## src/rtl/hazard3_ahb_arb_2to1_if.sv

```systemverilog
// AHB-Lite link between one master and one slave.
// master modport: the side that issues address phases.
// slave modport : the side that answers them; hready is the bus-level
//                 ready seen by the slave, hreadyout is its own ready.
interface hazard3_ahb_arb_2to1_if #(
  parameter int W_ADDR = 32,
  parameter int W_DATA = 32
);
  logic [W_ADDR-1:0] haddr;
  logic              hwrite;
  logic [1:0]        htrans;
  logic [2:0]        hsize;
  logic [3:0]        hprot;
  logic [2:0]        hburst;
  logic              hmastlock;
  logic [W_DATA-1:0] hwdata;
  logic              hready;
  logic              hreadyout;
  logic              hresp;
  logic [W_DATA-1:0] hrdata;

  modport master (
    output haddr, hwrite, htrans, hsize, hprot, hburst, hmastlock, hwdata,
    input  hready, hresp, hrdata
  );

  modport slave (
    input  haddr, hwrite, htrans, hsize, hprot, hwdata, hready,
    output hreadyout, hresp, hrdata
  );
endinterface

```

## src/rtl/hazard3_ahb_arb_2to1.sv

```systemverilog
// Two-master to one-slave AHB-Lite arbiter (e.g. Hazard3 I and D ports
// merged onto one system bus). A losing address phase is captured in a
// per-port buffer and replayed later; data phases are steered back to the
// port that owns them. Downstream only sees NONSEQ/IDLE, SINGLE bursts.
// Ports:
//   clk, rst_n : clock, asynchronous active-low reset
//   s0, s1     : upstream ports (arbiter acts as slave to each master)
//   m          : downstream port (arbiter acts as master)
// Parameters: W_ADDR, W_DATA widths; ROUND_ROBIN 0 = port 0 always wins
// ties, 1 = the most recently granted port loses ties.
module hazard3_ahb_arb_2to1 #(
  parameter int W_ADDR      = 32,
  parameter int W_DATA      = 32,
  parameter int ROUND_ROBIN = 0
) (
  input  logic                     clk,
  input  logic                     rst_n,
  hazard3_ahb_arb_2to1_if.slave    s0,
  hazard3_ahb_arb_2to1_if.slave    s1,
  hazard3_ahb_arb_2to1_if.master   m
);

  localparam logic [1:0] HTRANS_IDLE   = 2'b00;
  localparam logic [1:0] HTRANS_NONSEQ = 2'b10;
  localparam logic [1:0] HTRANS_SEQ    = 2'b11;

  typedef enum logic [1:0] {
    OWN_NONE = 2'd0,
    OWN_P0   = 2'd1,
    OWN_P1   = 2'd2
  } own_e;

  own_e              dph_own_r, dph_own_nxt_s;
  logic              buf_vld0_r, buf_vld1_r;
  logic [W_ADDR-1:0] buf_addr0_r, buf_addr1_r;
  logic              buf_write0_r, buf_write1_r;
  logic [2:0]        buf_size0_r, buf_size1_r;
  logic [3:0]        buf_prot0_r, buf_prot1_r;
  logic              hold_r, hold_gnt_r, last_gnt_r;

  logic              live0_s, live1_s, req0_s, req1_s;
  logic              gnt_vld_s, gnt_id_s, issue_s, acc_s, acc0_s, acc1_s;
  logic              use_buf_s;

  // SEQ from a master is re-issued as NONSEQ, so both active types count.
  assign live0_s = ((s0.htrans == HTRANS_NONSEQ) || (s0.htrans == HTRANS_SEQ)) && s0.hready;
  assign live1_s = ((s1.htrans == HTRANS_NONSEQ) || (s1.htrans == HTRANS_SEQ)) && s1.hready;
  assign req0_s  = buf_vld0_r || live0_s;
  assign req1_s  = buf_vld1_r || live1_s;

  // Grant selection; a stalled address phase keeps its previous grant.
  always_comb begin
    gnt_vld_s = 1'b0;
    gnt_id_s  = 1'b0;
    if (hold_r) begin
      gnt_vld_s = 1'b1;
      gnt_id_s  = hold_gnt_r;
    end else if (req0_s && req1_s) begin
      gnt_vld_s = 1'b1;
      if (ROUND_ROBIN != 0) begin
        gnt_id_s = ~last_gnt_r;
      end else begin
        gnt_id_s = 1'b0;
      end
    end else if (req0_s) begin
      gnt_vld_s = 1'b1;
      gnt_id_s  = 1'b0;
    end else if (req1_s) begin
      gnt_vld_s = 1'b1;
      gnt_id_s  = 1'b1;
    end else begin
      gnt_vld_s = 1'b0;
      gnt_id_s  = 1'b0;
    end
  end

  // Gating with rst_n keeps the downstream bus IDLE for the whole reset,
  // even while masters still drive live requests.
  assign issue_s   = gnt_vld_s && rst_n;
  assign acc_s     = issue_s && m.hready;
  assign acc0_s    = acc_s && !gnt_id_s;
  assign acc1_s    = acc_s &&  gnt_id_s;
  assign use_buf_s = gnt_id_s ? buf_vld1_r : buf_vld0_r;

  // Address-phase mux: granted port, buffered copy first. No grant -> port 0.
  always_comb begin
    case ({gnt_id_s, use_buf_s})
      2'b00: begin
        m.haddr = s0.haddr;   m.hwrite = s0.hwrite;
        m.hsize = s0.hsize;   m.hprot  = s0.hprot;
      end
      2'b01: begin
        m.haddr = buf_addr0_r; m.hwrite = buf_write0_r;
        m.hsize = buf_size0_r; m.hprot  = buf_prot0_r;
      end
      2'b10: begin
        m.haddr = s1.haddr;   m.hwrite = s1.hwrite;
        m.hsize = s1.hsize;   m.hprot  = s1.hprot;
      end
      2'b11: begin
        m.haddr = buf_addr1_r; m.hwrite = buf_write1_r;
        m.hsize = buf_size1_r; m.hprot  = buf_prot1_r;
      end
      default: begin
        m.haddr = s0.haddr;   m.hwrite = s0.hwrite;
        m.hsize = s0.hsize;   m.hprot  = s0.hprot;
      end
    endcase
  end

  assign m.htrans    = issue_s ? HTRANS_NONSEQ : HTRANS_IDLE;
  assign m.hburst    = 3'b000;
  assign m.hmastlock = 1'b0;
  assign m.hwdata    = (dph_own_r == OWN_P1) ? s1.hwdata : s0.hwdata;

  // Per-port replay buffers: capture any live request that is not accepted.
  always_ff @(posedge clk or negedge rst_n) begin
    if (!rst_n) begin
      buf_vld0_r   <= 1'b0;            buf_vld1_r   <= 1'b0;
      buf_addr0_r  <= {W_ADDR{1'b0}};  buf_addr1_r  <= {W_ADDR{1'b0}};
      buf_write0_r <= 1'b0;            buf_write1_r <= 1'b0;
      buf_size0_r  <= 3'b000;          buf_size1_r  <= 3'b000;
      buf_prot0_r  <= 4'b0000;         buf_prot1_r  <= 4'b0000;
    end else begin
      if (live0_s && !acc0_s) begin
        buf_vld0_r   <= 1'b1;
        buf_addr0_r  <= s0.haddr;
        buf_write0_r <= s0.hwrite;
        buf_size0_r  <= s0.hsize;
        buf_prot0_r  <= s0.hprot;
      end else if (acc0_s) begin
        buf_vld0_r   <= 1'b0;
      end
      if (live1_s && !acc1_s) begin
        buf_vld1_r   <= 1'b1;
        buf_addr1_r  <= s1.haddr;
        buf_write1_r <= s1.hwrite;
        buf_size1_r  <= s1.hsize;
        buf_prot1_r  <= s1.hprot;
      end else if (acc1_s) begin
        buf_vld1_r   <= 1'b0;
      end
    end
  end

  // Grant hold and round-robin history.
  always_ff @(posedge clk or negedge rst_n) begin
    if (!rst_n) begin
      hold_r     <= 1'b0;
      hold_gnt_r <= 1'b0;
      last_gnt_r <= 1'b1;
    end else begin
      hold_r     <= issue_s && !m.hready;
      hold_gnt_r <= gnt_id_s;
      if (acc_s) begin
        last_gnt_r <= gnt_id_s;
      end
    end
  end

  // Data-phase owner: next state.
  always_comb begin
    dph_own_nxt_s = dph_own_r;
    if (m.hready) begin
      if (issue_s) begin
        dph_own_nxt_s = gnt_id_s ? OWN_P1 : OWN_P0;
      end else begin
        dph_own_nxt_s = OWN_NONE;
      end
    end else begin
      dph_own_nxt_s = dph_own_r;
    end
  end

  // Data-phase owner: state register.
  always_ff @(posedge clk or negedge rst_n) begin
    if (!rst_n) begin
      dph_own_r <= OWN_NONE;
    end else begin
      dph_own_r <= dph_own_nxt_s;
    end
  end

  // Upstream ready: stall a port while its request waits or is held.
  always_comb begin
    if (buf_vld0_r) begin
      s0.hreadyout = 1'b0;
    end else if (hold_r && !hold_gnt_r) begin
      s0.hreadyout = 1'b0;
    end else if (dph_own_r == OWN_P0) begin
      s0.hreadyout = m.hready;
    end else begin
      s0.hreadyout = 1'b1;
    end
    if (buf_vld1_r) begin
      s1.hreadyout = 1'b0;
    end else if (hold_r && hold_gnt_r) begin
      s1.hreadyout = 1'b0;
    end else if (dph_own_r == OWN_P1) begin
      s1.hreadyout = m.hready;
    end else begin
      s1.hreadyout = 1'b1;
    end
  end

  assign s0.hresp  = (dph_own_r == OWN_P0) && m.hresp;
  assign s1.hresp  = (dph_own_r == OWN_P1) && m.hresp;
  assign s0.hrdata = m.hrdata;
  assign s1.hrdata = m.hrdata;

endmodule

```

## src/flat_wrapper.sv

```systemverilog
// flat-port wrapper written by rule: the top's interface ports become plain ports
module hazard3_ahb_arb_2to1_flat 
#(
  parameter int W_ADDR      = 32,
  parameter int W_DATA      = 32,
  parameter int ROUND_ROBIN = 0
)
  (clk, rst_n, s0_haddr, s0_hwrite, s0_htrans, s0_hsize, s0_hprot, s0_hwdata, s0_hready, s0_hreadyout, s0_hresp, s0_hrdata, s1_haddr, s1_hwrite, s1_htrans, s1_hsize, s1_hprot, s1_hwdata, s1_hready, s1_hreadyout, s1_hresp, s1_hrdata, m_haddr, m_hwrite, m_htrans, m_hsize, m_hprot, m_hburst, m_hmastlock, m_hwdata, m_hready, m_hresp, m_hrdata);
  hazard3_ahb_arb_2to1_if #(.W_ADDR(W_ADDR), .W_DATA(W_DATA)) s0_i ();
  hazard3_ahb_arb_2to1_if #(.W_ADDR(W_ADDR), .W_DATA(W_DATA)) s1_i ();
  hazard3_ahb_arb_2to1_if #(.W_ADDR(W_ADDR), .W_DATA(W_DATA)) m_i ();
  input  logic clk;
  input  logic rst_n;
  input wire logic [$bits(s0_i.haddr)-1:0] s0_haddr;
  input wire logic [$bits(s0_i.hwrite)-1:0] s0_hwrite;
  input wire logic [$bits(s0_i.htrans)-1:0] s0_htrans;
  input wire logic [$bits(s0_i.hsize)-1:0] s0_hsize;
  input wire logic [$bits(s0_i.hprot)-1:0] s0_hprot;
  input wire logic [$bits(s0_i.hwdata)-1:0] s0_hwdata;
  input wire logic [$bits(s0_i.hready)-1:0] s0_hready;
  output wire logic [$bits(s0_i.hreadyout)-1:0] s0_hreadyout;
  output wire logic [$bits(s0_i.hresp)-1:0] s0_hresp;
  output wire logic [$bits(s0_i.hrdata)-1:0] s0_hrdata;
  input wire logic [$bits(s1_i.haddr)-1:0] s1_haddr;
  input wire logic [$bits(s1_i.hwrite)-1:0] s1_hwrite;
  input wire logic [$bits(s1_i.htrans)-1:0] s1_htrans;
  input wire logic [$bits(s1_i.hsize)-1:0] s1_hsize;
  input wire logic [$bits(s1_i.hprot)-1:0] s1_hprot;
  input wire logic [$bits(s1_i.hwdata)-1:0] s1_hwdata;
  input wire logic [$bits(s1_i.hready)-1:0] s1_hready;
  output wire logic [$bits(s1_i.hreadyout)-1:0] s1_hreadyout;
  output wire logic [$bits(s1_i.hresp)-1:0] s1_hresp;
  output wire logic [$bits(s1_i.hrdata)-1:0] s1_hrdata;
  output wire logic [$bits(m_i.haddr)-1:0] m_haddr;
  output wire logic [$bits(m_i.hwrite)-1:0] m_hwrite;
  output wire logic [$bits(m_i.htrans)-1:0] m_htrans;
  output wire logic [$bits(m_i.hsize)-1:0] m_hsize;
  output wire logic [$bits(m_i.hprot)-1:0] m_hprot;
  output wire logic [$bits(m_i.hburst)-1:0] m_hburst;
  output wire logic [$bits(m_i.hmastlock)-1:0] m_hmastlock;
  output wire logic [$bits(m_i.hwdata)-1:0] m_hwdata;
  input wire logic [$bits(m_i.hready)-1:0] m_hready;
  input wire logic [$bits(m_i.hresp)-1:0] m_hresp;
  input wire logic [$bits(m_i.hrdata)-1:0] m_hrdata;
  assign s0_i.haddr = s0_haddr;
  assign s0_i.hwrite = s0_hwrite;
  assign s0_i.htrans = s0_htrans;
  assign s0_i.hsize = s0_hsize;
  assign s0_i.hprot = s0_hprot;
  assign s0_i.hwdata = s0_hwdata;
  assign s0_i.hready = s0_hready;
  assign s0_hreadyout = s0_i.hreadyout;
  assign s0_hresp = s0_i.hresp;
  assign s0_hrdata = s0_i.hrdata;
  assign s1_i.haddr = s1_haddr;
  assign s1_i.hwrite = s1_hwrite;
  assign s1_i.htrans = s1_htrans;
  assign s1_i.hsize = s1_hsize;
  assign s1_i.hprot = s1_hprot;
  assign s1_i.hwdata = s1_hwdata;
  assign s1_i.hready = s1_hready;
  assign s1_hreadyout = s1_i.hreadyout;
  assign s1_hresp = s1_i.hresp;
  assign s1_hrdata = s1_i.hrdata;
  assign m_haddr = m_i.haddr;
  assign m_hwrite = m_i.hwrite;
  assign m_htrans = m_i.htrans;
  assign m_hsize = m_i.hsize;
  assign m_hprot = m_i.hprot;
  assign m_hburst = m_i.hburst;
  assign m_hmastlock = m_i.hmastlock;
  assign m_hwdata = m_i.hwdata;
  assign m_i.hready = m_hready;
  assign m_i.hresp = m_hresp;
  assign m_i.hrdata = m_hrdata;
  hazard3_ahb_arb_2to1 #(.W_ADDR(W_ADDR), .W_DATA(W_DATA), .ROUND_ROBIN(ROUND_ROBIN)) u_core (.clk(clk), .rst_n(rst_n), .s0(s0_i), .s1(s1_i), .m(m_i));
endmodule
```

## config.mk

```make
export PLATFORM = sky130hd
export DESIGN_NAME = hazard3_ahb_arb_2to1_flat
export DESIGN_NICKNAME = d
export VERILOG_FILES = /design/src/rtl/hazard3_ahb_arb_2to1_if.sv /design/src/rtl/hazard3_ahb_arb_2to1.sv /design/src/flat_wrapper.sv
export SDC_FILE = /design/constraint.sdc
export NUM_CORES = 1
export LEC_CHECK = 0
export BUFFER_PORTS_ARGS = -buffer_cell sky130_fd_sc_hd__buf_2
export CORE_AREA = 2 2 129 131
export CTS_BUF_LIST = sky130_fd_sc_hd__clkbuf_4
export DETAILED_ROUTE_END_ITERATION = 7
export DIE_AREA = 0 0 131 133
export HOLD_SLACK_MARGIN = 0.02
export PLACE_DENSITY = 0.78
export SKIP_LAST_GASP = 1
export SYNTH_ARGS = -nofsm -noshare
export SYNTH_HDL_FRONTEND = slang
export SYNTH_SLANG_ARGS = --single-unit
```

## constraint.sdc

```tcl
create_clock -name clk -period 2.1 [get_ports clk]
set_clock_uncertainty 0.2 [all_clocks]
set_input_delay 0.525 -clock clk [delete_from_list [all_inputs] [get_ports clk]]
set_output_delay 0.525 -clock clk [all_outputs]
set_load 0.01 [all_outputs]
```

# After elaboration in Yosys (flattened, before gate mapping)
# Cells that the tools add are included.
[op_classes] n_addsub=0 n_mul=0 n_div=0 n_lt_le_gt_ge=0 n_eq_ne=9 shifts=0 muxes=26 bitwise_logic=0 n_reduce_logical=26
[op_table] cell="32-bit case mux with 4 select lines" n=1
[op_table] cell="32-bit two-way mux" n=1
[op_table] cell="1-bit two-way mux" n=18
[op_table] cell="4-bit case mux with 4 select lines" n=1
[op_table] cell="2-bit == test (second input constant)" n=7
[op_table] cell="1-bit logical AND" n=14
[op_table] cell="3-bit case mux with 4 select lines" n=1
[op_table] cell="2-bit two-way mux" n=3
[op_table] cell="1-bit logical NOT" n=5
[op_table] cell="2-bit by 1-bit == test with 1-bit output (second input constant)" n=2
[op_table] cell="1-bit logical OR" n=4
[op_table] cell="1-bit case mux with 4 select lines" n=1
[op_table] cell="2-bit nonzero test" n=2
[op_table] cell="2-bit logical NOT" n=1
[word_totals] register_bits=86 latchBits=0 ramBits=0 rom_bits=0 out_inout_bits=146 word_cells=74 memories=0

# Longest topological paths before layout
[logic_depth] ltp_word=14 mapped_depth=7 depth_no_buf=4

# Worst setup path after synthesis
# Ideal clock, no wire load.
[synth_timing] path_kind="in2out" from="in s0_hready" to="out m_haddr[10]" arrival_ps=1614 required_time_ps=1375 setup_slack_ps=-239 path_stages=5 path_buffers=1 path_cell_list="a211o_1 > o22ai_1 > clkbuf_1 > nand2_1 > a2bb2oi_2"
[synth_between] elab_chain_cells=8 word_cells_on_any_way=12 cone_classes="eq/ne: 3; mux: 5; reduce/logical: 4"
[synth_lines] element="start: declaration" line_no="flat_wrapper.sv:20" text="input wire logic [$bits(s0_i.hready)-1:0] s0_hready;"
[synth_lines] element="1-bit logical AND *" line_no="hazard3_ahb_arb_2to1.sv:46" text="assign live0_s = ((s0.htrans == HTRANS_NONSEQ) || (s0.htrans == HTRANS_SEQ)) && s0.hready;"
[synth_lines] element="1-bit logical OR *" line_no="hazard3_ahb_arb_2to1.sv:48" text="assign req0_s = buf_vld0_r || live0_s;"
[synth_lines] element="1-bit two-way mux / 1-bit logical AND (equally long branches)" line_no="hazard3_ahb_arb_2to1.sv:65, hazard3_ahb_arb_2to1.sv:58"
[synth_lines] element="1-bit two-way mux *" line_no="hazard3_ahb_arb_2to1.sv:58" text="end else if (req0_s && req1_s) begin"
[synth_lines] element="1-bit two-way mux *" line_no="hazard3_ahb_arb_2to1.sv:55" text="if (hold_r) begin"
[synth_lines] element="1-bit two-way mux" line_no="hazard3_ahb_arb_2to1.sv:83" text="assign use_buf_s = gnt_id_s ? buf_vld1_r : buf_vld0_r;"
[synth_lines] element="2-bit == test (tied with other cells)" line_no="hazard3_ahb_arb_2to1.sv:87" text="case ({gnt_id_s, use_buf_s})"
[synth_lines] element="32-bit case mux with 4 select lines *" line_no="hazard3_ahb_arb_2to1.sv:87"
[synth_lines] element="end: declaration" line_no="flat_wrapper.sv:34" text="output wire logic [$bits(m_i.haddr)-1:0] m_haddr;"
# Mark *: on every way between the ends. The rest lies on a longest branch, timed or not.

# Worst setup path after layout
[layout_timing] from="reg u_core.hold_r" to="out m_haddr[29]"
[layout_between] elab_chain_cells=4 word_cells_on_any_way=7 cone_classes="eq/ne: 3; mux: 3; reduce/logical: 1"
[layout_lines] element="start: declaration" line_no="hazard3_ahb_arb_2to1.sv:39" text="logic hold_r, hold_gnt_r, last_gnt_r;"
[layout_lines] element="start signal: assignment" line_no="hazard3_ahb_arb_2to1.sv:153" text="hold_r <= issue_s && !m.hready;"
[layout_lines] element="1-bit two-way mux *" line_no="hazard3_ahb_arb_2to1.sv:55"
[layout_lines] element="1-bit two-way mux" line_no="hazard3_ahb_arb_2to1.sv:83"
[layout_lines] element="2-bit == test (tied with other cells)" line_no="hazard3_ahb_arb_2to1.sv:87"
[layout_lines] element="32-bit case mux with 4 select lines *" line_no="hazard3_ahb_arb_2to1.sv:87"
# Marks and branches as above.

==> flow_summary.yaml <==
run_status:
  status: "finished, violations left"
  violations: "setup timing"
floorplan:
  ios: 332
  start_util: 0.347
  dieHeight_um: 133
  die_x_um: 131
  row_count: 47
  die_area_um2: 17400
  core-area_um2: 16200
sta:
  period_minus_slack_ps: 2880
  fmax_mhz: 348
  rsz0062_at_grt: "yes"
  maxSlewHeadroom: 0.611
  fin_crit_sh: 1.37
  slew_violations: 0
  final-setup-viol-count: 93
  fin_ws_ps: -777
  worst_pin_slew_ps: 583
  hold_viol_final: 0
  hold_ws_ps: 82.0
global_route:
  grt_first_pass_wirelength_mm: 24.7
  grt_usage: 0.183
  grt.overflow.total: 0
  grt_max_degree: 45
  grt_pass1_vias: 4806
  antenna_found_initial: 1
synth:
  ys_seq_elements: 86
  avgSynthCellArea_um2: 11.3
  synth_common_cells: "dfrtp_1 (86), mux2_2 (72), buf_4 (70)"
  synth-main-ff-cell: "dfrtp_1"
  yosysTopAreaCell: "dfrtp_1"
  synth.most_common_cell: "dfrtp_1"
  synthCells: 497
  synthTopCellsByArea: "dfrtp_1 (38%), mux2_2 (14%), a2bb2oi_2 (11%)"
  ys_seq_area_frac: 0.383
  synth_edf_count: 0
  synthesis.area_um2: 5610
  yosysUniqueCellTypes: 30
  ys_warn_count: 0
  yosys.area.top_type_share: 0.383
  synthArstFlopShare: 1.00
hold_path:
  hp-class: "input pin to flop"
  hold_start: "s1_haddr[1]"
  min_delay_path_depth: 2
  whs_endpoint: "u_core.buf_addr1_r[1]"
critical_path:
  crit_path_end_kind: "output pin"
  path_class: "flop to output pin"
  rrSetupSlack_ps: -20
  worst_ep_arrival_time_ps: 2150
  r2r-start: "u_core.hold_r"
  critical_path_required_ps: 1370
  reg2regPathDepth: 8
  cp-start-kind: "flop"
  r2r_end: "u_core.buf_addr1_r[10]"
  cp_max_fo: 9
cts:
  cts_root_buf: "clkbuf_4"
  clkTransAtPathRegs_ps: 160
  cts.sinks: 86
  cts_tree: "done"
  clock_latency_ps: 460
  clk_path_buf_depth: 2
  cts_buffers: 9
  htree_levels: 3
power_and_ir_drop:
  p_leak_nw: 3.75
  powerDensity_nw_per_um2: 756
  totalPowerFinal_mw: 6.24
  irDropWorstVdd_mv: 0.391
drt:
  drc: 0
  num_vias: 4669
  drt_iter0_drc: 144
  wl_per_cell_um: 19.3
  vias_per_cell: 5.02
  drtPass1Iterations: 4
  wl_mm: 18.0
  antenna_left: 0
placed_design:
  dpl.cell_count: 881
  gp_congestion: 0.824
  dp_hpwl_mm: 11.2
  port_buffers: 228
cells_and_area:
  fin_nets: 891
  area_growth_pct: 47.0
  drive_gt1_frac: 0.680
  final_cells: 931
run:
  cap_violations: 0
layout make-up:
cell class | instances | area [µm²]
inverter | 3 | 11.3
clock buffer | 10 | 75.1
timing repair buffer | 298 | 2390
tap | 220 | 275
fill | 1404 | 7920
clock inverter | 6 | 110
multi-input combinational | 307 | 3240
antenna | 1 | 2.50
sequential | 86 | 2150
kinds of logic (layout without fill, tap and decap cells):
kind of cell,count (synthesis),after routing,synth area share
AOI/OAI and AO/OA,93,93,0.170
and+or+nand+nor,97,97,0.0883
buffers and inverters,108,317,0.133
muxes,112,112,0.225
DFF,86,86,0.383
other,1,6,0.000668
timing repair:
item | CTS | global route
cloned | 5 | 10
hold buffers | 3 | 0
pin swaps | 2 | 11
hold endpoints to repair | 6 | 0
resized for setup | 67 | 90
buffers inserted | 10 | 10
setup endpoints to repair | 83 | 126
report_power, final:
part	total (mW)	switching, mW	internal (mW)
clock	1.23	0.621	0.614
sequential	2.10	0.158	1.94
combinational	2.91	1.24	1.67
how the worst max path moves through the flow:
| stage | startpoint | end | cells past startpoint |
|---|---|---|---|
| 6_report | u_core.hold_r | m_haddr[29] | 8 |
| 5_1_grt | u_core.hold_r | m_haddr[29] | 8 |
| 4_1_cts | u_core.hold_r | m_hprot[3] | 7 |
| 3_5_place_dp | s0_hready | m_haddr[23] | 7 |
| 3_3_place_gp | s0_hready | m_hprot[1] | 7 |
| 2_1_floorplan | s0_hready | m_haddr[14] | 6 |
state kept, by name (all words and copies together) (netlist names), 2 cells and up:
register / cells
u_core.buf_addr0_r: 32
u_core.buf_addr1_r: 32
u_core.buf_prot0_r: 4
u_core.buf_prot1_r: 4
u_core.buf_size0_r: 3
u_core.buf_size1_r: 3
u_core.dph_own_r: 2
worst max-delay path: stages (launching register included):
cell,delay (ps)
dfrtp_1,420
a211o_1,320
buf_6,150
o22ai_4,120
buf_6,170
clkbuf_16,160
nand2_1,70
a2bb2oi_2,130
buf_2,150
routing by layer:
layer	GRT usage	vias up	wire length (µm)
li1	-	2118	-
met4	0.0780	0	431
met1	0.198	2315	7040
met5	0	-	0
met3	0.0429	35	1030
met2	0.336	201	9450
cells in the final DEF, fill, tap and decap left out, types with 5 or more instances in the layout:
cell type / instances
o22ai_1: 32
conb_1: 5
a2bb2oi_2: 32
o22ai_2: 8
buf_6: 56
mux2_2: 40
mux2_4: 61
buf_2: 187
nand2_1: 37
buf_12: 16
and2_1: 40
buf_4: 23
clkbuf_16: 8
clkbuf_4: 10
a2bb2oi_4: 8
dfrtp_1: 86
nand2_2: 6
mux2_1: 11
stage by stage:
step / utilization / TNS, ps / instance area, µm² / setup WS [ps]
global placement: 0.428 / -21440 / 6920 / -551
finish: 0.510 / -44430 / 8260 / -777
global route: 0.510 / -51740 / 8260 / -857
floorplan: - / -8700 / 5800 / -222
detailed placement: 0.428 / -22410 / 6920 / -563
CTS: 0.475 / -47510 / 7680 / -787
No activity file was read; power rests on OpenSTA's default activity.
